[src/rtl/hex_display_scanner.sv]
// hex_display_scanner: time-multiplexed driver for a bank of common-anode 7-segment digits.
// Latency: nibble/digit_sel/frame_tick are registered one cycle behind digit_idx/disp;
//          a loaded value reaches the display at the next frame boundary.
// Backpressure: none; load is always accepted (last load before a frame end wins).
// Build option: define LEADING_ZERO_BLANK_EN to darken leading zero digits (digit 0 always lit).
module hex_display_scanner #(
  parameter int NUM_DIGITS = 4,     // digits scanned, 2..8
  parameter int SCAN_DIV   = 50000  // clk cycles per digit slot, >= 2
) (
  input  logic                      clk,
  input  logic                      rst,
  input  logic                      load,
  input  logic [4*NUM_DIGITS-1:0]   value,
  input  logic                      display_en,
  output logic [3:0]                nibble,
  output logic [NUM_DIGITS-1:0]     digit_sel,
  output logic                      pending,
  output logic                      frame_tick
);

  localparam int PW = $clog2(SCAN_DIV);
  localparam int IW = $clog2(NUM_DIGITS);

  localparam logic [PW-1:0] PRESC_LAST = PW'(SCAN_DIV - 1);
  localparam logic [IW-1:0] DIGIT_LAST = IW'(NUM_DIGITS - 1);

  // Scan timing state
  logic [PW-1:0] prescaler_q, prescaler_d;
  logic [IW-1:0] digit_idx_q, digit_idx_d;
  logic          slot_end;
  logic          frame_end;

  // Double buffer: shadow collects loads, disp is what the scan shows
  logic [4*NUM_DIGITS-1:0] shadow_q, shadow_d;
  logic [4*NUM_DIGITS-1:0] disp_q, disp_d;
  logic                    pending_q, pending_d;

  // Registered outputs
  logic [3:0]            nibble_q, nibble_d;
  logic [NUM_DIGITS-1:0] digit_sel_q, digit_sel_d;
  logic                  frame_tick_q;

  // Per-digit blank flags for the displayed value
  logic [NUM_DIGITS-1:0] blank;

  assign slot_end  = (prescaler_q == PRESC_LAST);
  assign frame_end = slot_end && (digit_idx_q == DIGIT_LAST);

  // Next prescaler and digit index; the index wraps explicitly so non-power-of-2 counts work
  always_comb begin
    prescaler_d = prescaler_q;
    digit_idx_d = digit_idx_q;
    if (slot_end) begin
      prescaler_d = '0;
      if (digit_idx_q == DIGIT_LAST) begin
        digit_idx_d = '0;
      end else begin
        digit_idx_d = digit_idx_q + 1'b1;
      end
    end else begin
      prescaler_d = prescaler_q + 1'b1;
    end
  end

  // Scan counters
  always_ff @(posedge clk or posedge rst) begin
    if (rst) begin
      prescaler_q <= '0;
      digit_idx_q <= '0;
    end else begin
      prescaler_q <= prescaler_d;
      digit_idx_q <= digit_idx_d;
    end
  end

  // Load into shadow; commit to disp only on a frame end so a frame never mixes two values.
  // A load landing on the frame-end cycle bypasses the shadow and commits straight away.
  always_comb begin
    shadow_d  = shadow_q;
    disp_d    = disp_q;
    pending_d = pending_q;
    if (load) begin
      shadow_d  = value;
      pending_d = 1'b1;
    end
    if (frame_end) begin
      if (load) begin
        disp_d    = value;
        pending_d = 1'b0;
      end else if (pending_q) begin
        disp_d    = shadow_q;
        pending_d = 1'b0;
      end
    end
  end

  // Double-buffer registers
  always_ff @(posedge clk or posedge rst) begin
    if (rst) begin
      shadow_q  <= '0;
      disp_q    <= '0;
      pending_q <= 1'b0;
    end else begin
      shadow_q  <= shadow_d;
      disp_q    <= disp_d;
      pending_q <= pending_d;
    end
  end

`ifdef LEADING_ZERO_BLANK_EN
  // Digit k>0 is blank when it and every digit above it hold zero
  logic lz_run;
  always_comb begin
    blank  = '0;
    lz_run = 1'b1;
    for (int k = NUM_DIGITS - 1; k > 0; k--) begin
      lz_run   = lz_run && (disp_q[4*k +: 4] == 4'h0);
      blank[k] = lz_run;
    end
  end
`else
  // Blanking disabled: every digit is lit, leading zeros included
  assign blank = '0;
`endif

  // Select current nibble and the one-hot active-low anode for the current slot
  always_comb begin
    nibble_d    = 4'h0;
    digit_sel_d = '1;
    for (int k = 0; k < NUM_DIGITS; k++) begin
      if (digit_idx_q == IW'(k)) begin
        nibble_d = disp_q[4*k +: 4];
        if (display_en && !blank[k]) begin
          digit_sel_d[k] = 1'b0;
        end
      end
    end
  end

  // Output registers
  always_ff @(posedge clk or posedge rst) begin
    if (rst) begin
      nibble_q     <= 4'h0;
      digit_sel_q  <= '1;
      frame_tick_q <= 1'b0;
    end else begin
      nibble_q     <= nibble_d;
      digit_sel_q  <= digit_sel_d;
      frame_tick_q <= frame_end;
    end
  end

  assign nibble     = nibble_q;
  assign digit_sel  = digit_sel_q;
  assign pending    = pending_q;
  assign frame_tick = frame_tick_q;

endmodule
[config.mk]
export PLATFORM = sky130hd
export DESIGN_NAME = hex_display_scanner
export DESIGN_NICKNAME = d
export VERILOG_FILES = /design/src/rtl/hex_display_scanner.sv
export SDC_FILE = /design/constraint.sdc
export NUM_CORES = 1
export LEC_CHECK = 0
export BUFFER_PORTS_ARGS = -buffer_cell sky130_fd_sc_hd__buf_2
export CAP_MARGIN = 20
export CORE_MARGIN = 5
export CORE_UTILIZATION = 57
export CTS_CLUSTER_DIAMETER = 60
export DETAILED_ROUTE_END_ITERATION = 16
export GPL_TIMING_DRIVEN = 0
export PLACE_DENSITY = 0.78
export SLEW_MARGIN = 25
export SYNTH_ARGS = -nofsm -noshare
export SYNTH_HDL_FRONTEND = slang
export SYNTH_SLANG_ARGS = --single-unit
[constraint.sdc]
create_clock -name clk -period 2.6 [get_ports clk]
set_clock_uncertainty 0.1 [all_clocks]
set_input_delay 0.26 -clock clk [delete_from_list [all_inputs] [get_ports clk]]
set_output_delay 0.26 -clock clk [all_outputs]
set_load 0.01 [all_outputs]
==> results of run 1 <==
==> cell type report <==
class	count	area, µm²	share of cell area
flip-flops and latches	60	1510	0.505
multi-input cells	118	990	0.332
repair buffers	31	188	0.0629
clock buffers	10	128	0.0428
well taps	52	65.1	0.0218
plain buffers	7	51.3	0.0172
clock inverters	6	32.5	0.0109
inverters	5	21.3	0.00713
==> stage by stage <==
| stage | hold WS (ns) | util | setup slack, ns | area, µm² | power [µW] |
|---|---|---|---|---|---|
| 3_3_place_gp | 0.349 | 0.636 | 0.0949 | 2770 | 1090 |
| 2_1_floorplan | 0.203 | - | 0.570 | 2570 | 1060 |
| 5_1_grt | 0.0692 | 0.685 | 0.298 | 2980 | 1860 |
| 3_5_place_dp | 0.0807 | 0.643 | 0.411 | 2800 | 1100 |
| 6_report | 0.0776 | 0.685 | 0.411 | 2980 | 1770 |
| 4_1_cts | 0.0645 | 0.685 | 0.397 | 2980 | 1800 |
==> synth_stat cells (2+ instances only) <==
| cell | n |
|---|---|
| xnor2_1 | 7 |
| nor2b_1 | 5 |
| xor2_1 | 5 |
| dfrtp_1 | 56 |
| inv_1 | 5 |
| mux2_2 | 23 |
| o31ai_1 | 3 |
| ha_1 | 5 |
| nand3_1 | 4 |
| and2_1 | 5 |
| nand2_1 | 16 |
| mux2i_1 | 2 |
| nor2_1 | 8 |
| and4bb_2 | 2 |
| nand4_1 | 6 |
| a221oi_1 | 3 |
| dfstp_2 | 4 |
| nor3_1 | 3 |
| mux2_4 | 10 |
| a21oi_1 | 2 |
| clkbuf_1 | 3 |
==> power breakdown <==
| group | total (µW) | switching (µW) | internal [µW] |
|---|---|---|---|
| registers | 984 | 12.7 | 972 |
| logic | 103 | 48.8 | 54.2 |
| clock network | 686 | 349 | 337 |
==> flip-flops by register name, summed over array words and instances, names as in the netlist <==
name,count
digit_idx_q,2
nibble,4
prescaler_q,16
digit_sel,4
pending,1
disp_q,16
shadow_q,16
frame_tick,1
==> cells in the final DEF, fill, tap and decap left out, types with 5 or more instances in the layout <==
cell type,netlist,final
nor2b_1,5,5
buf_2,1,29
nor2_1,8,8
clkinv_2,0,5
ha_1,5,5
mux2_2,23,23
nand4_1,6,6
nand2_1,16,16
clkbuf_8,0,9
and2_1,5,5
mux2_4,10,10
xnor2_1,7,7
dfrtp_1,56,56
xor2_1,5,5
==> per-layer routing <==
layer,track usage,up-vias,routed length [µm]
met5,0,-,0
met4,0.0876,0,101
met3,0.0480,9,174
met2,0.250,37,2020
met1,0.221,752,2140
li1,-,743,-
==> worst register-to-register path: cells and delay by family, from the launching register on <==
| kind | cells | cell delay [ns] |
|---|---|---|
| flops | 1 | 0.39 |
| buf+inv | 2 | 0.30 |
| simple gates | 3 | 0.78 |
| fa+ha+maj | 1 | 0.22 |
| mux | 1 | 0.30 |
==> kinds of logic (layout without fill, tap and decap cells) <==
family,count (synthesis),in the layout,synth area share
flops,60,60,0.587
simple gates,55,55,0.122
mux,35,35,0.167
xor+xnor,12,12,0.0410
buf+inv,12,59,0.0273
compound gates,11,11,0.0312
fa+ha+maj,5,5,0.0244
==> worst paths after layout <==
path	from	endpoint	slack [ns]	depth (start not counted)
max	prescaler_q[0]	disp_q[4]	0.41	7
min	value[15]	shadow_q[15]	0.08	2
max reg2reg	prescaler_q[0]	disp_q[4]	0.41	7
min reg2reg	prescaler_q[15]	prescaler_q[15]	0.37	1
max in group asynchronous	rst	digit_sel[1]	1.61	4
min in group asynchronous	rst	shadow_q[4]	0.29	3
==> results.toml, run 1 <==
[run_status]
status = "completed"

[power]
ir_drop_uv = 395
leakage_uw = 0.00145
p_per_area_nw_per_um2 = 595

[floorplanning]
ios = 30
die_w_um = 77.1
start_util = 0.589
rows = 24
die_area_um2 = 5940
die_y_um = 77.1
coreArea_um2 = 4350

[synth]
ys_seq_area_frac = 0.587
synthCells = 190
ys_seq_elements = 60
ys_warn_count = 0
yosys_most_used_dff = "dfrtp_1"
postSynthAreaPerCell_um2 = 13.5
ys_async_sr_fraction = 1.00
synth_top_area_frac = 0.546
synth.net_count = 215
ys_types = 34
synth_edf_count = 0
yosysTopAreaCell = "dfrtp_1"
syn-cell-area_um2 = 2570
synth.top_cells.by_area = "dfrtp_1 (55%), mux2_2 (10%), mux2_4 (5.9%), dfstp_2 (4.1%), ha_1 (2.4%)"

[drt]
first_iter_violations = 77
ant_nets = 0
num_vias = 1541
post_drt_wl_per_cell_um = 15.3
drt-pass1-iter-count = 4
drcViolationCount = 0
viasPerCell = 5.33
routed_wl_um = 4430

[timing]
min_period_over_period = 0.842
tightest_slew_ns = 0.606
post-route-min-period_ns = 2.19
setup_viol_count_final = 0
drv_slew = 0
rsz0062_at_grt = "false"
slew_headroom = 0.596
fmax_mhz = 457
tns_ns = 0
hold_viol_final = 0

[min_path]
hold_path.class = "in -> reg"

[placed_design]
gp_routability_congestion = 0.817
post-place-cells = 271
hpwlAfterDp_um = 3070
port_buffers = 28

[critical_path]
crit_path_cell_trace = "ha_1 -> and3_1 -> nand4_2 -> or3_1 -> buf_6 -> buf_12 -> mux2_4"
cp_top_family = "simple AND/OR/NAND/NOR gates"
critPathMaxStageDelay_ns = 0.39
arrival_ns = 2.30
critPathKind = "reg -> reg"
cpMaxStageDelayCell = "dfrtp_1"
endpoint_kind = "flip-flop"
crit_fanout = 10
cp-start-kind = "flip-flop"
cp_num_buf_inv = 2
cp.required_ns = 2.71

[final_layout]
num_antenna_cells = 0
finalNonFillerCells = 289
area_growth_pct = 16.2
layout.nets = 257
drive_gt1_frac = 0.376
fill_cells = 316

[global_route]
grt_max_degree = 50
antenna_found_initial = 0
grt_first_pass_wirelength_um = 7800
grt_overflow_total = 0
track_usage = 0.167
grt_pass1_vias = 1629

[clock_tree]
clock_sinks = 60
cts.path.max_buffers = 2
clkTransAtPathRegs_ns = 0.07
cts_buffers = 9
clock_latency_ns = 0.33
htreeDepth = 3
cts_hold_buf = 2
cts_tree = "built"
clock-root-buffer = "clkbuf_8"
post-cts-setup-buffers = 0
post_cts_resize_count = 0

[job]
max_cap_viol_count = 0
Power figures use the tool's default switching activity.
==> inputs of run 2 (changes only) <==
ABC_AREA = 1   (was unset)
CORE_UTILIZATION = 58   (was 57)
PLACE_DENSITY = 0.79   (was 0.78)
clock period = 2.2 ns   (was 2.6 ns; I/O delays follow)
==> results.toml, run 2 <==
[synth]
synth.net_count = 350
synthCells = 325
ys_seq_area_frac = 0.544
ys_async_sr_fraction = 1.00
yosysMostFrequentCell = "nand2_1"
synthTopCellsByCount = "nand2_1 (112), dfrtp_1 (56), nor2_1 (35), inv_1 (27), nand3_1 (17)"
ys_types = 24
ys_seq_elements = 60
yosys_most_used_dff = "dfrtp_1"
synth.top_cells.by_area = "dfrtp_1 (51%), nand2_1 (15%), nor2_1 (4.7%), dfstp_2 (3.8%), inv_1 (3.7%)"
synth_edf_count = 0
syn-cell-area_um2 = 2770
ys_warn_count = 0
synth_top_area_frac = 0.506
yosysTopAreaCell = "dfrtp_1"
postSynthAreaPerCell_um2 = 8.52

[critical_path]
critPathMaxStageDelay_ns = 0.36
rrSetupSlack_ns = 0.50
rr_endpoint = "disp_q[11]"
cp_top_family = "simple AND/OR/NAND/NOR gates"
endpoint_kind = "flip-flop"
critPathMostFrequentCell = "nand2_1"
cp_num_buf_inv = 1
cp-start-kind = "flip-flop"
crit_path_cell_trace = "ha_1 -> nand2_1 -> nor2_1 -> nand3_1 -> nor2_4 -> buf_6 -> nand4_1 -> nand2_1"
cp.required_ns = 2.38
arrival_ns = 1.88
crit_fanout = 10
rr_worst_depth = 8
cpMaxStageDelayCell = "dfrtp_1"
critPathKind = "reg -> reg"
r2r_start = "prescaler_q[0]"

[global_route]
track_usage = 0.205
grt_pass1_vias = 2073
grt.met3_usage = 0.0351
grt_overflow_total = 0
use_met2 = 0.298
antenna_found_initial = 0
grt_first_pass_wirelength_um = 9700
grt_max_degree = 51
gr-usage-met1 = 0.286
busiest_layer = "met2"

[timing]
drv_slew = 0
post-route-min-period_ns = 1.70
hold_viol_final = 0
holdWs_ns = 0.00915
setup_viol_count_final = 0
rsz0062_at_grt = "false"
min_period_over_period = 0.774
tightest_slew_ns = 0.508
fmax_mhz = 588
slew_headroom = 0.662
tns_ns = 0

[final_layout]
multi_input_area_um2 = 1070
num_antenna_cells = 0
fin_area_um2 = 3280
finalNonFillerCells = 432
fill_cells = 369
final_cell_mix = "nand2_1 (112), dfrtp_1 (56), nor2_1 (35)"
drive_gt1_frac = 0.167
layout.nets = 398
final_common_cell = "nand2_1"
ff_latch_area_um2 = 1510
area_growth_pct = 18.4
top_regs = "disp_q: 16 flops, prescaler_q: 16 flops, shadow_q: 16 flops"

[drt]
num_vias = 2211
first_iter_violations = 139
viasPerCell = 5.12
drt-pass1-iter-count = 4
drcViolationCount = 0
ant_nets = 0
post_drt_wl_per_cell_um = 12.8
routed_wl_um = 5530

[clock_tree]
cts_buffers = 9
clock_latency_ns = 0.34
clkTransAtPathRegs_ns = 0.07
clock-root-buffer = "clkbuf_8"
cts.path.max_buffers = 2
htreeDepth = 3
cts_tree = "built"
post-cts-setup-buffers = 0
clock_sinks = 60

[power]
total_power_uw = 2200
netSwitchingPower_uw = 504
p_int_uw = 1690
p_per_area_nw_per_um2 = 670
seqPwrFrac = 0.518
p_clk_frac = 0.436
switching_share = 0.229
leakage_uw = 0.00168
power_frac_comb = 0.046
ir_drop_uv = 474

[placed_design]
gp_routability_congestion = 0.868
place_area_um2 = 3010
post-place-cells = 408
hpwlAfterDp_um = 3880
port_buffers = 28

[min_path]
hold_path.class = "in -> reg"
hold_path_end = "shadow_q[15]"
holdCritStartpoint = "value[15]"
worstHoldPathCells = 3

[floorplanning]
coreArea_um2 = 4690
die_w_um = 79.1
die_y_um = 79.1
ios = 30
rows = 25
die_area_um2 = 6250
start_util = 0.590

[run_status]
status = "completed"

[job]
max_cap_viol_count = 0
==> run 2: cell count changes in the layout (fill, tap and decap cells not counted), sizes merged, moves of 10 or more <==
cell,change
inv,+22
a21oi,+10
nand2,+99
mux2,-33
nor2,+30
nand3,+13
nand4,+10
==> run 2: cell families (layout without fill, tap and decap cells) <==
kind of cell             count (synthesis)  after routing  share of synthesized area
AND/OR/NAND/NOR                        192            192                      0.300
flip-flops                              60             60                      0.544
buffers and inverters                   40             93                     0.0687
AO/OA/AOI/OAI                           21             21                     0.0425
XOR/XNOR                                 7              7                     0.0222
adder cells (fa/ha/maj)                  5              5                     0.0226
==> run 2: worst min-delay path, delay by kind of cell <==
| family | cells | cell delay (ns) |
|---|---|---|
| AND/OR/NAND/NOR | 2 | 0.12 |
| buffers and inverters | 1 | 0.07 |
==> run 2: area by class of cell <==
class                   count  share of cell area
plain buffers              11              0.0248
clock buffers              10              0.0389
clock inverters             6              0.0198
inverters                  29              0.0340
multi-input cells         225               0.327
flip-flops and latches     60               0.460
well taps                  54              0.0206
repair buffers             37              0.0756
==> run 2: what timing repair did <==
item	4_1_cts	5_1_grt
resized for setup	0	0
endpoints found under the hold margin	66	0
hold buffers	8	0
==> run 2: worst max path at each step <==
stage                                end           start  slack, ns  cells after the start
after floorplan           digit_idx_q[0]             rst       0.40                      1
after global placement       shadow_q[2]             rst      -0.30                      2
after detailed placement         pending  prescaler_q[0]       0.49                      6
after CTS                        pending  prescaler_q[0]       0.48                      6
after global routing             pending  prescaler_q[0]       0.35                      6
final                         disp_q[11]  prescaler_q[0]       0.50                      8
==> run 2: per-layer routing <==
metal  share of wire  routed length [µm]
met1            0.46                2540
met4           0.026                 142
met2            0.46                2530
met3           0.057                 316
met5               0                   0
==> run 2: stage by stage <==
step           setup slack (ns)  utilization
3_5_place_dp              0.492        0.641
2_1_floorplan             0.402            -
4_1_cts                   0.484        0.699
5_1_grt                   0.348        0.699
6_report                  0.498        0.699
3_3_place_gp             -0.298        0.634
==> run 2: power by group through the flow <==
stage	combinational, µW	clock, µW	sequential [µW]
global placement	83.8	0	1160
floorplan	53.2	0	1160
global route	119	1030	1140
detailed placement	92.5	0	1160
finish	101	957	1140
CTS	103	976	1140
==> inputs of run 3 (changes only) <==
ABC_AREA = 0   (was 1)
CORE_UTILIZATION = 57   (was 58)
PLACE_DENSITY = 0.78   (was 0.79)
clock period = 1.6 ns   (was 2.2 ns; I/O delays follow)
==> results.toml, run 3 (synthesis results as in run 1) <==
[final_layout]
num_antenna_cells = 0
fin_util = 0.796
area_growth_pct = 35.1
top_regs = "disp_q: 16 flops, prescaler_q: 16 flops, shadow_q: 16 flops"
final_common_cell = "dfrtp_1"
drive_gt1_frac = 0.444
fill_cells = 231
final_cell_mix = "dfrtp_1 (52), buf_2 (28), mux2_2 (23)"
layout.nets = 286

[power]
ir_drop_uv = 1120
leakage_uw = 0.00165
total_power_uw = 3590
p_per_area_nw_per_um2 = 1040

[placed_design]
hpwlAfterDp_um = 3150
gp_routability_congestion = 0.815
port_buffers = 28

[timing]
hold_viol_final = 0
post-route-min-period_ns = 2.07
setup_viol_count_final = 28
min_period_over_period = 1.29
tns_ns = -11.63
fmax_mhz = 484
drv_slew = 0
tightest_slew_ns = 0.606
holdWs_ns = 0.235
slew_headroom = 0.596
layout_setup_ws_ns = -0.467
rsz0062_at_grt = "true"

[clock_tree]
clock-root-buffer = "clkbuf_8"
clkTransAtPathRegs_ns = 0.07
cts_tree = "built"
clock_sinks = 60
clock_latency_ns = 0.34
cts_buffers = 9
cts.path.max_buffers = 2
htreeDepth = 3

[floorplanning]
ios = 30
start_util = 0.589
die_area_um2 = 5940
die_y_um = 77.1
rows = 24
die_w_um = 77.1
coreArea_um2 = 4350

[global_route]
grt_first_pass_wirelength_um = 9680
gr-usage-met1 = 0.273
grt.met3_usage = 0.0679
grt_overflow_total = 0
grt_max_degree = 29
antenna_found_initial = 0
track_usage = 0.213
busiest_layer = "met2"
use_met2 = 0.326
grt_pass1_vias = 1929

[critical_path]
cp.required_ns = 1.71
critPathKind = "reg -> reg"
crit_path_cell_trace = "ha_4 -> and3_4 -> nand4_2 -> or3_4 -> buf_12 -> mux2_4"
cpMaxStageDelayCell = "or3_4"
cp_top_family = "simple AND/OR/NAND/NOR gates"
crit_fanout = 10
cp_num_buf_inv = 1
critPathMaxStageDelay_ns = 0.45
endpoint_kind = "flip-flop"
cp-start-kind = "flip-flop"
arrival_ns = 2.18

[drt]
routed_wl_um = 5640
viasPerCell = 5.45
drt-pass1-iter-count = 4
ant_nets = 0
num_vias = 1732
post_drt_wl_per_cell_um = 17.7
first_iter_violations = 94
drcViolationCount = 0

[job]
max_cap_viol_count = 0

[min_path]
hold_path.class = "in -> async"

[run_status]
status = "finished, violations left"
violations = "negative setup slack"
-- run 3: changes by cell type in the layout (fill, tap and decap cells not counted), moves of 13 or more --
cell and change:
nor2_1 -28, nand3_1 -13, nand2_1 -96, mux2_2 +23, inv_1 -23
-- run 3: path summary, 6_finish.rpt --
kind | startpoint | end | slack [ns] | cells after the start
worst max-delay path | prescaler_q[1] | disp_q[9] | -0.47 | 6
worst min-delay path | rst | shadow_q[9] | 0.24 | 3
worst max register to register | prescaler_q[1] | disp_q[9] | -0.47 | 6
worst min register to register | prescaler_q[15] | prescaler_q[15] | 0.38 | 1
max in group asynchronous | rst | prescaler_q[6] | 0.55 | 5
min in group clk | load | pending | 0.24 | 3
-- run 3: timing repair --
action	in CTS	in global routing
buffers inserted	11	7
gates resized for setup	12	17
gates cloned	1	0
hold endpoints to repair	49	0
setup endpoints to repair	19	32
hold buffers	18	0
pin swaps	2	8
-- run 3: per-layer routing --
layer | wire length [µm] | up-vias
li1 | - | 807
met1 | 2400 | 877
met2 | 2880 | 37
met3 | 262 | 11
met4 | 102 | 0
met5 | 0 | -
-- run 3: tightest hold or removal path: cells and delay by family --
kind | cells | cell delay, ns
buf+inv | 3 | 0.89
-- run 3: metrics by stage --
| stage | setup WS, ns | cells | area (µm²) |
|---|---|---|---|
| 2_1_floorplan | -0.404 | 190 | 2580 |
| 4_1_cts | -0.438 | 316 | 3390 |
| 3_3_place_gp | -0.510 | 270 | 2780 |
| 6_report | -0.467 | 318 | 3470 |
| 5_1_grt | -0.511 | 318 | 3470 |
| 3_5_place_dp | -0.540 | 272 | 2830 |
-- run 3: power by group --
group	internal, µW	total (µW)	switching, µW	leakage [µW]
clock network	1210	1780	575	0.000136
registers	1580	1600	21.9	0.000751
logic	119	207	88.6	0.000763
-- run 3: layout make-up --
class / instances / area (µm²) / share of cell area
clock buffer: 13 / 179 / 0.0516
sequential: 60 / 1510 / 0.436
multi-input combinational: 118 / 1060 / 0.306
timing repair buffer: 62 / 495 / 0.143
buffer: 5 / 42.5 / 0.0123
inverter: 5 / 22.5 / 0.00650
tap: 52 / 65.1 / 0.0188
clock inverter: 3 / 90.1 / 0.0260
